[src/rtl/mem_pkg.sv]
// Shared memory-side constants, LSU state encoding and alignment helpers.
package mem_pkg;

  localparam logic [1:0] RAM_MODE_BYTE    = 2'd0;
  localparam logic [1:0] RAM_MODE_HALF    = 2'd1;
  localparam logic [1:0] RAM_MODE_WORD    = 2'd2;
  localparam logic [1:0] RAM_MODE_INVALID = 2'd3;

  typedef enum logic [1:0] {
    IDLE   = 2'd0,
    ACCESS = 2'd1,
    SPLIT  = 2'd2,
    RESP   = 2'd3
  } lsu_state_t;

  function automatic logic is_aligned(input logic [1:0] mode, input logic [1:0] offset);
    logic ok;
    case (mode)
      RAM_MODE_BYTE: ok = 1'b1;
      RAM_MODE_HALF: ok = (offset != 2'd3);
      RAM_MODE_WORD: ok = (offset == 2'd0);
      default:       ok = 1'b0;
    endcase
    return ok;
  endfunction

  // Lane index of the final byte access when an access is split into bytes.
  function automatic logic [1:0] split_last(input logic [1:0] mode);
    logic [1:0] last;
    case (mode)
      RAM_MODE_HALF: last = 2'd1;
      default:       last = 2'd3;
    endcase
    return last;
  endfunction

endpackage

[src/rtl/lsu_load_assembler.sv]
// Merges returned load bytes into their lanes and applies sign/zero extension.
module lsu_load_assembler
  import mem_pkg::*;
(
  input  logic [1:0]  mode,
  input  logic        is_signed,
  input  logic        split,
  input  logic [1:0]  lane,
  input  logic [31:0] lane_buf,
  input  logic [31:0] ram_r_data,
  output logic [31:0] merged,
  output logic [31:0] result
);

  // Split accesses return one byte in bits [7:0]; drop it into its lane.
  always_comb begin
    merged = ram_r_data;
    if (split) begin
      merged = lane_buf;
      merged[{lane, 3'b000} +: 8] = ram_r_data[7:0];
    end else begin
      merged = ram_r_data;
    end
  end

  // Extend the merged word to 32 bits according to access size.
  always_comb begin
    result = merged;
    case (mode)
      RAM_MODE_BYTE: result = {{24{merged[7] & is_signed}}, merged[7:0]};
      RAM_MODE_HALF: result = {{16{merged[15] & is_signed}}, merged[15:0]};
      default:       result = merged;
    endcase
  end

endmodule

[src/rtl/load_store_unit.sv]
// Load/store unit driving a negedge-clocked data RAM; one request in flight.
// Define LSU_MISALIGN_EN to split misaligned accesses into byte accesses instead of rejecting them.
module load_store_unit
  import mem_pkg::*;
#(
  parameter int ADDR_W = 32,
  parameter int DATA_W = 32
) (
  input  logic              clk,
  input  logic              rst_n,
  input  logic              req_valid,
  output logic              req_ready,
  input  logic              req_we,
  input  logic [1:0]        req_mode,
  input  logic              req_signed,
  input  logic [ADDR_W-1:0] req_addr,
  input  logic [DATA_W-1:0] req_wdata,
  output logic              resp_valid,
  output logic [DATA_W-1:0] resp_rdata,
  output logic              resp_err,
  output logic              ram_we,
  output logic [ADDR_W-1:0] ram_r_addr,
  output logic [ADDR_W-1:0] ram_w_addr,
  output logic [DATA_W-1:0] ram_w_data,
  output logic [1:0]        ram_write_mode,
  output logic [1:0]        ram_read_mode,
  output logic              ram_read_signed,
  input  logic [DATA_W-1:0] ram_r_data
);

  lsu_state_t        state_r, state_s;
  logic [1:0]        idx_r, idx_s;
  logic [ADDR_W-1:0] addr_r, src_addr_s, ram_addr_s;
  logic [1:0]        mode_r, src_mode_s, ram_mode_s;
  logic              we_r, src_we_s, ram_we_s;
  logic              signed_r, src_signed_s, ram_signed_s;
  logic [DATA_W-1:0] wdata_r, src_wdata_s, ram_w_data_s;
  logic [31:0]       lane_buf_r, merged_s, result_s;

  // Next-state and split-index sequencing.
  always_comb begin
    state_s = state_r;
    idx_s   = idx_r;
    case (state_r)
      IDLE: begin
        idx_s = 2'd0;
        if (req_valid && req_ready) begin
          if (req_mode == RAM_MODE_INVALID) begin
            state_s = RESP;
          end else if (is_aligned(req_mode, req_addr[1:0])) begin
            state_s = ACCESS;
          end else begin
`ifdef LSU_MISALIGN_EN
            state_s = SPLIT;
`else
            state_s = RESP;
`endif
          end
        end else begin
          state_s = IDLE;
        end
      end
      ACCESS: state_s = RESP;
      SPLIT: begin
        if (idx_r == split_last(mode_r)) begin
          state_s = RESP;
          idx_s   = 2'd0;
        end else begin
          state_s = SPLIT;
          idx_s   = idx_r + 2'd1;
        end
      end
      RESP:    state_s = IDLE;
      default: state_s = IDLE;
    endcase
  end

  // Request fields come straight from the port on the accepting edge, else from the capture.
  always_comb begin
    if (state_r == IDLE) begin
      src_addr_s   = req_addr;
      src_mode_s   = req_mode;
      src_we_s     = req_we;
      src_signed_s = req_signed;
      src_wdata_s  = req_wdata;
    end else begin
      src_addr_s   = addr_r;
      src_mode_s   = mode_r;
      src_we_s     = we_r;
      src_signed_s = signed_r;
      src_wdata_s  = wdata_r;
    end
  end

  // RAM command for the cycle about to start; idle cycles present an inert command.
  always_comb begin
    ram_we_s     = 1'b0;
    ram_addr_s   = '0;
    ram_mode_s   = RAM_MODE_BYTE;
    ram_signed_s = 1'b0;
    ram_w_data_s = '0;
    case (state_s)
      ACCESS: begin
        ram_we_s     = src_we_s;
        ram_addr_s   = src_addr_s;
        ram_mode_s   = src_mode_s;
        ram_signed_s = src_signed_s;
        ram_w_data_s = src_wdata_s;
      end
      SPLIT: begin
        ram_we_s          = src_we_s;
        ram_addr_s        = src_addr_s + ADDR_W'(idx_s);
        ram_w_data_s[7:0] = src_wdata_s[{idx_s, 3'b000} +: 8];
      end
      default: ram_we_s = 1'b0;
    endcase
  end

  lsu_load_assembler u_asm (
    .mode       (mode_r),
    .is_signed  (signed_r),
    .split      (state_r == SPLIT),
    .lane       (idx_r),
    .lane_buf   (lane_buf_r),
    .ram_r_data (ram_r_data),
    .merged     (merged_s),
    .result     (result_s)
  );

  // Control state, request capture and load byte buffer.
  always_ff @(posedge clk or negedge rst_n) begin
    if (!rst_n) begin
      state_r    <= IDLE;
      idx_r      <= 2'd0;
      addr_r     <= '0;
      mode_r     <= RAM_MODE_BYTE;
      we_r       <= 1'b0;
      signed_r   <= 1'b0;
      wdata_r    <= '0;
      lane_buf_r <= 32'd0;
    end else begin
      state_r <= state_s;
      idx_r   <= idx_s;
      if (state_r == IDLE && state_s != IDLE) begin
        addr_r   <= req_addr;
        mode_r   <= req_mode;
        we_r     <= req_we;
        signed_r <= req_signed;
        wdata_r  <= req_wdata;
      end
      if (state_r == SPLIT) begin
        lane_buf_r <= merged_s;
      end else if (state_r == IDLE) begin
        lane_buf_r <= 32'd0;
      end
    end
  end

  // Registered handshake, response and RAM command outputs.
  always_ff @(posedge clk or negedge rst_n) begin
    if (!rst_n) begin
      req_ready       <= 1'b1;
      resp_valid      <= 1'b0;
      resp_err        <= 1'b0;
      resp_rdata      <= '0;
      ram_we          <= 1'b0;
      ram_r_addr      <= '0;
      ram_w_addr      <= '0;
      ram_w_data      <= '0;
      ram_write_mode  <= RAM_MODE_BYTE;
      ram_read_mode   <= RAM_MODE_BYTE;
      ram_read_signed <= 1'b0;
    end else begin
      req_ready  <= (state_s == IDLE);
      resp_valid <= (state_s == RESP);
      // Only rejected requests jump straight from IDLE to RESP.
      resp_err   <= (state_r == IDLE) && (state_s == RESP);
      if (state_s == RESP) begin
        resp_rdata <= ((state_r == IDLE) || we_r) ? '0 : result_s;
      end
      ram_we          <= ram_we_s;
      ram_r_addr      <= ram_addr_s;
      ram_w_addr      <= ram_addr_s;
      ram_w_data      <= ram_w_data_s;
      ram_write_mode  <= ram_mode_s;
      ram_read_mode   <= ram_mode_s;
      ram_read_signed <= ram_signed_s;
    end
  end

endmodule
[config.mk]
export PLATFORM = sky130hd
export DESIGN_NAME = load_store_unit
export DESIGN_NICKNAME = d
export VERILOG_FILES = /design/src/rtl/mem_pkg.sv /design/src/rtl/lsu_load_assembler.sv /design/src/rtl/load_store_unit.sv
export SDC_FILE = /design/constraint.sdc
export NUM_CORES = 1
export LEC_CHECK = 0
export BUFFER_PORTS_ARGS = -buffer_cell sky130_fd_sc_hd__buf_2
export CORE_MARGIN = 2
export CORE_UTILIZATION = 40
export DETAILED_ROUTE_END_ITERATION = 10
export PLACE_DENSITY = 0.66
export SKIP_LAST_GASP = 1
export SLEW_MARGIN = 10
export SYNTH_ARGS = -nofsm -noshare
export SYNTH_HDL_FRONTEND = slang
export SYNTH_SLANG_ARGS = --single-unit
[constraint.sdc]
create_clock -name clk -period 4.7 [get_ports clk]
set_clock_uncertainty 0.2 [all_clocks]
set_input_delay 0.705 -clock clk [delete_from_list [all_inputs] [get_ports clk]]
set_output_delay 0.705 -clock clk [all_outputs]
set_load 0.005 [all_outputs]
==> flow_summary.json <==
{
  "run_status": "completed",
  "detailed_place_hpwl_um": 19200,
  "gr-total-overflow": 0,
  "dpl_worst_slack_ns": 0.917,
  "rsz0062_at_grt": "false",
  "drv_slew": 0,
  "largest_net_degree_at_the_start_of_global_routing": 118,
  "hold_viol_final": 0,
  "fin_util_pct": 48.1,
  "crit_path_start_kind": "register",
  "mappedNetlistNets": 1080,
  "timing.critical_path.to_type": "register",
  "place.gp.congestion": 0.802,
  "clk_latency_ns": 0.53,
  "post-route-period-util_pct": 79.9,
  "antenna_found_initial": 5,
  "synthDistinctLibCells": 65,
  "grt_pass1_vias": 7865,
  "cts.path.max_buffers": 3,
  "worst_ir_drop_on_vdd_mv": 0.602,
  "synthesis.instances": 965,
  "power_density_nw_per_um2": 713,
  "timing.critical_path.slowest_cell_delay_ns": 0.58,
  "final_standard_cell_count_with_taps_included_and_fillers_excluded": 1515,
  "tritoncts_clock_tree": "done",
  "totalWireLength_um": 27700,
  "hp-class": "in2async",
  "synth_ff_type": "sky130_fd_sc_hd__dfrtp_1",
  "synthesis.yosys.warnings": 0,
  "global_route_wire_length_before_repair_um": 43800,
  "dp_cell_count": 1466,
  "grt_util_all_layers_pct": 19.3,
  "cts_setup_buffers": 0,
  "cts-buffers-inserted": 25,
  "worst_path_maximum_fanout": 35,
  "arrival_ns": 3.91,
  "floorplan_core_area_um2": 26700,
  "dpl_cell_area_um2": 12000,
  "postSynth.asyncResetShare_pct": 100,
  "cts.hold.buffers_added": 0,
  "htree_levels": 1,
  "initial_core_util_pct": 40.3,
  "detail_route.vias_per_cell": 5.32,
  "sequence_of_cells_on_the_critical_path": "nor2b_1, o21ai_0, a311oi_1, inv_1, ha_1, buf_4, nand2_1, a21o_1, nand2b_1, o22ai_1",
  "drt_pass1_iterations": 5,
  "wl_per_cell_um": 18.3,
  "number_of_flops_mapped_to_enable_cells_by_yosys": 0,
  "antenna_violating_nets_post_route": 0,
  "dieHeight_um": 168,
  "seq_area_frac_synth_pct": 48.1,
  "final_nets": 1267,
  "mappedNetlistArea_um2": 10800,
  "worstPathRequired_ns": 4.85,
  "worst_path_max_delay_cell": "sky130_fd_sc_hd__nand2b_1",
  "period_minus_slack_ns": 3.76,
  "cts_resizes": 0,
  "synthesis.area_per_instance_um2": 11.2,
  "rows": 60,
  "drv_cap": 0,
  "crit_family": "simple AND/OR/NAND/NOR gates",
  "remaining_drc_errors": 0,
  "buffer_ports.inserted": 239,
  "tns_ns": 0,
  "post-route-worst-setup-slack_ns": 0.945,
  "design_area_um2": 12900,
  "path_clk_slew_ns": 0.06,
  "synth-seq-cells": 207,
  "p_leak_nw": 6.35,
  "final_common_cell": "sky130_fd_sc_hd__buf_2",
  "area_delta_synth_final_pct": 19.3,
  "path_buf_inv": 2,
  "die_w_um": 168,
  "ios": 240,
  "detailedRoute.firstIterationViolations": 543,
  "final-setup-viol-count": 0,
  "die-area_um2": 28300,
  "final_layout_size_suffix_gt1_share_pct": 34.6,
  "critical_path_class": "reg2reg",
  "clk_tree_root_cell": "sky130_fd_sc_hd__clkbuf_16",
  "fmax_mhz": 266,
  "cts.sinks": 207,
  "slew_headroom_pct": 31.4,
  "mostFrequentLayoutCells": "sky130_fd_sc_hd__buf_2 (238), sky130_fd_sc_hd__dfrtp_1 (206), sky130_fd_sc_hd__mux2_2 (73)",
  "worst_pin_slew_ns": 1.02,
  "vias": 8064
}
[report_power, final]
group / switching, W / total (W) / internal, W
logic: 0.00226 / 0.00422 / 0.00197
registers: 0.000417 / 0.00290 / 0.00249
clock network: 0.000770 / 0.00204 / 0.00127
total: 0.00344 / 0.00917 / 0.00573
[registers in the layout (all words and copies together), names as in the netlist]
| name | flops |
|---|---|
| addr_r | 32 |
| lane_buf_r | 32 |
| ram_w_addr | 32 |
| ram_w_data | 32 |
| resp_rdata | 32 |
| wdata_r | 32 |
| idx_r | 2 |
| mode_r | 2 |
| ram_read_mode | 2 |
| state_r | 2 |
| ram_read_signed | 1 |
| ram_we | 1 |
| req_ready | 1 |
| resp_err | 1 |
| resp_valid | 1 |
| signed_r | 1 |
| we_r | 1 |
[per-stage QoR]
step | power [W] | hold WS, ns
6_report | 0.00917 | 0.109
5_1_grt | 0.00978 | 0.197
4_1_cts | 0.00929 | 0.188
3_5_place_dp | 0.00721 | 0.257
3_3_place_gp | 0.00713 | 0.250
2_1_floorplan | 0.00605 | 0.209
[per-layer routing]
layer,track usage (%),up-vias,part of all wire (%)
li1,-,3826,-
met1,26.4,3963,44
met2,31.1,230,47
met3,4.63,41,6.9
met4,5.06,4,2.1
met5,0,-,0.094
[cell type report]
cell class	instances	area, µm²
inverter	43	161
multi-input combinational	624	4890
clock inverter	13	174
antenna	3	7.51
sequential	207	5180
fill	2486	13900
tap	341	427
timing repair buffer	251	1310
clock buffer	33	706
[synth_stat cells, drive strengths merged (16+ instances only)]
cell / instances / share of area, %
clkbuf: 25 / 0.87
o22ai: 54 / 3.1
mux2i: 62 / 5.8
buf: 66 / 4.4
inv: 43 / 1.5
nand3: 20 / 0.97
nor2b: 61 / 3.5
mux2: 73 / 7.6
nand2: 41 / 1.4
a211oi: 25 / 1.9
a21oi: 43 / 2.0
a21o: 28 / 1.9
o21ai: 30 / 1.4
nor2: 40 / 1.4
dfrtp: 206 / 48
a22oi: 18 / 1.3
mux4: 16 / 3.3
[final timing paths]
check                                     from              to  slack (ns)  cells after the start
worst max-delay path                 mode_r[0]  resp_rdata[28]        0.94                     10
max in group asynchronous                rst_n   ram_w_addr[3]        3.02                      2
worst max register to register       mode_r[0]  resp_rdata[28]        0.94                     10
worst min register to register  lane_buf_r[26]  lane_buf_r[26]        0.27                      1
min in group clk                  req_addr[29]      addr_r[29]        0.22                      2
worst min-delay path                     rst_n  lane_buf_r[20]        0.11                      1
[logic make-up after synthesis]
kind of cell / count (synthesis) / share of synthesized area [%]
flops: 207 / 48.1
fa+ha+maj: 12 / 1.39
xor+xnor: 25 / 2.03
compound gates: 219 / 13.8
mux: 151 / 16.8
simple gates: 217 / 11.2
buf+inv: 134 / 6.74
Note: power is estimated with default switching activity, not from simulation.
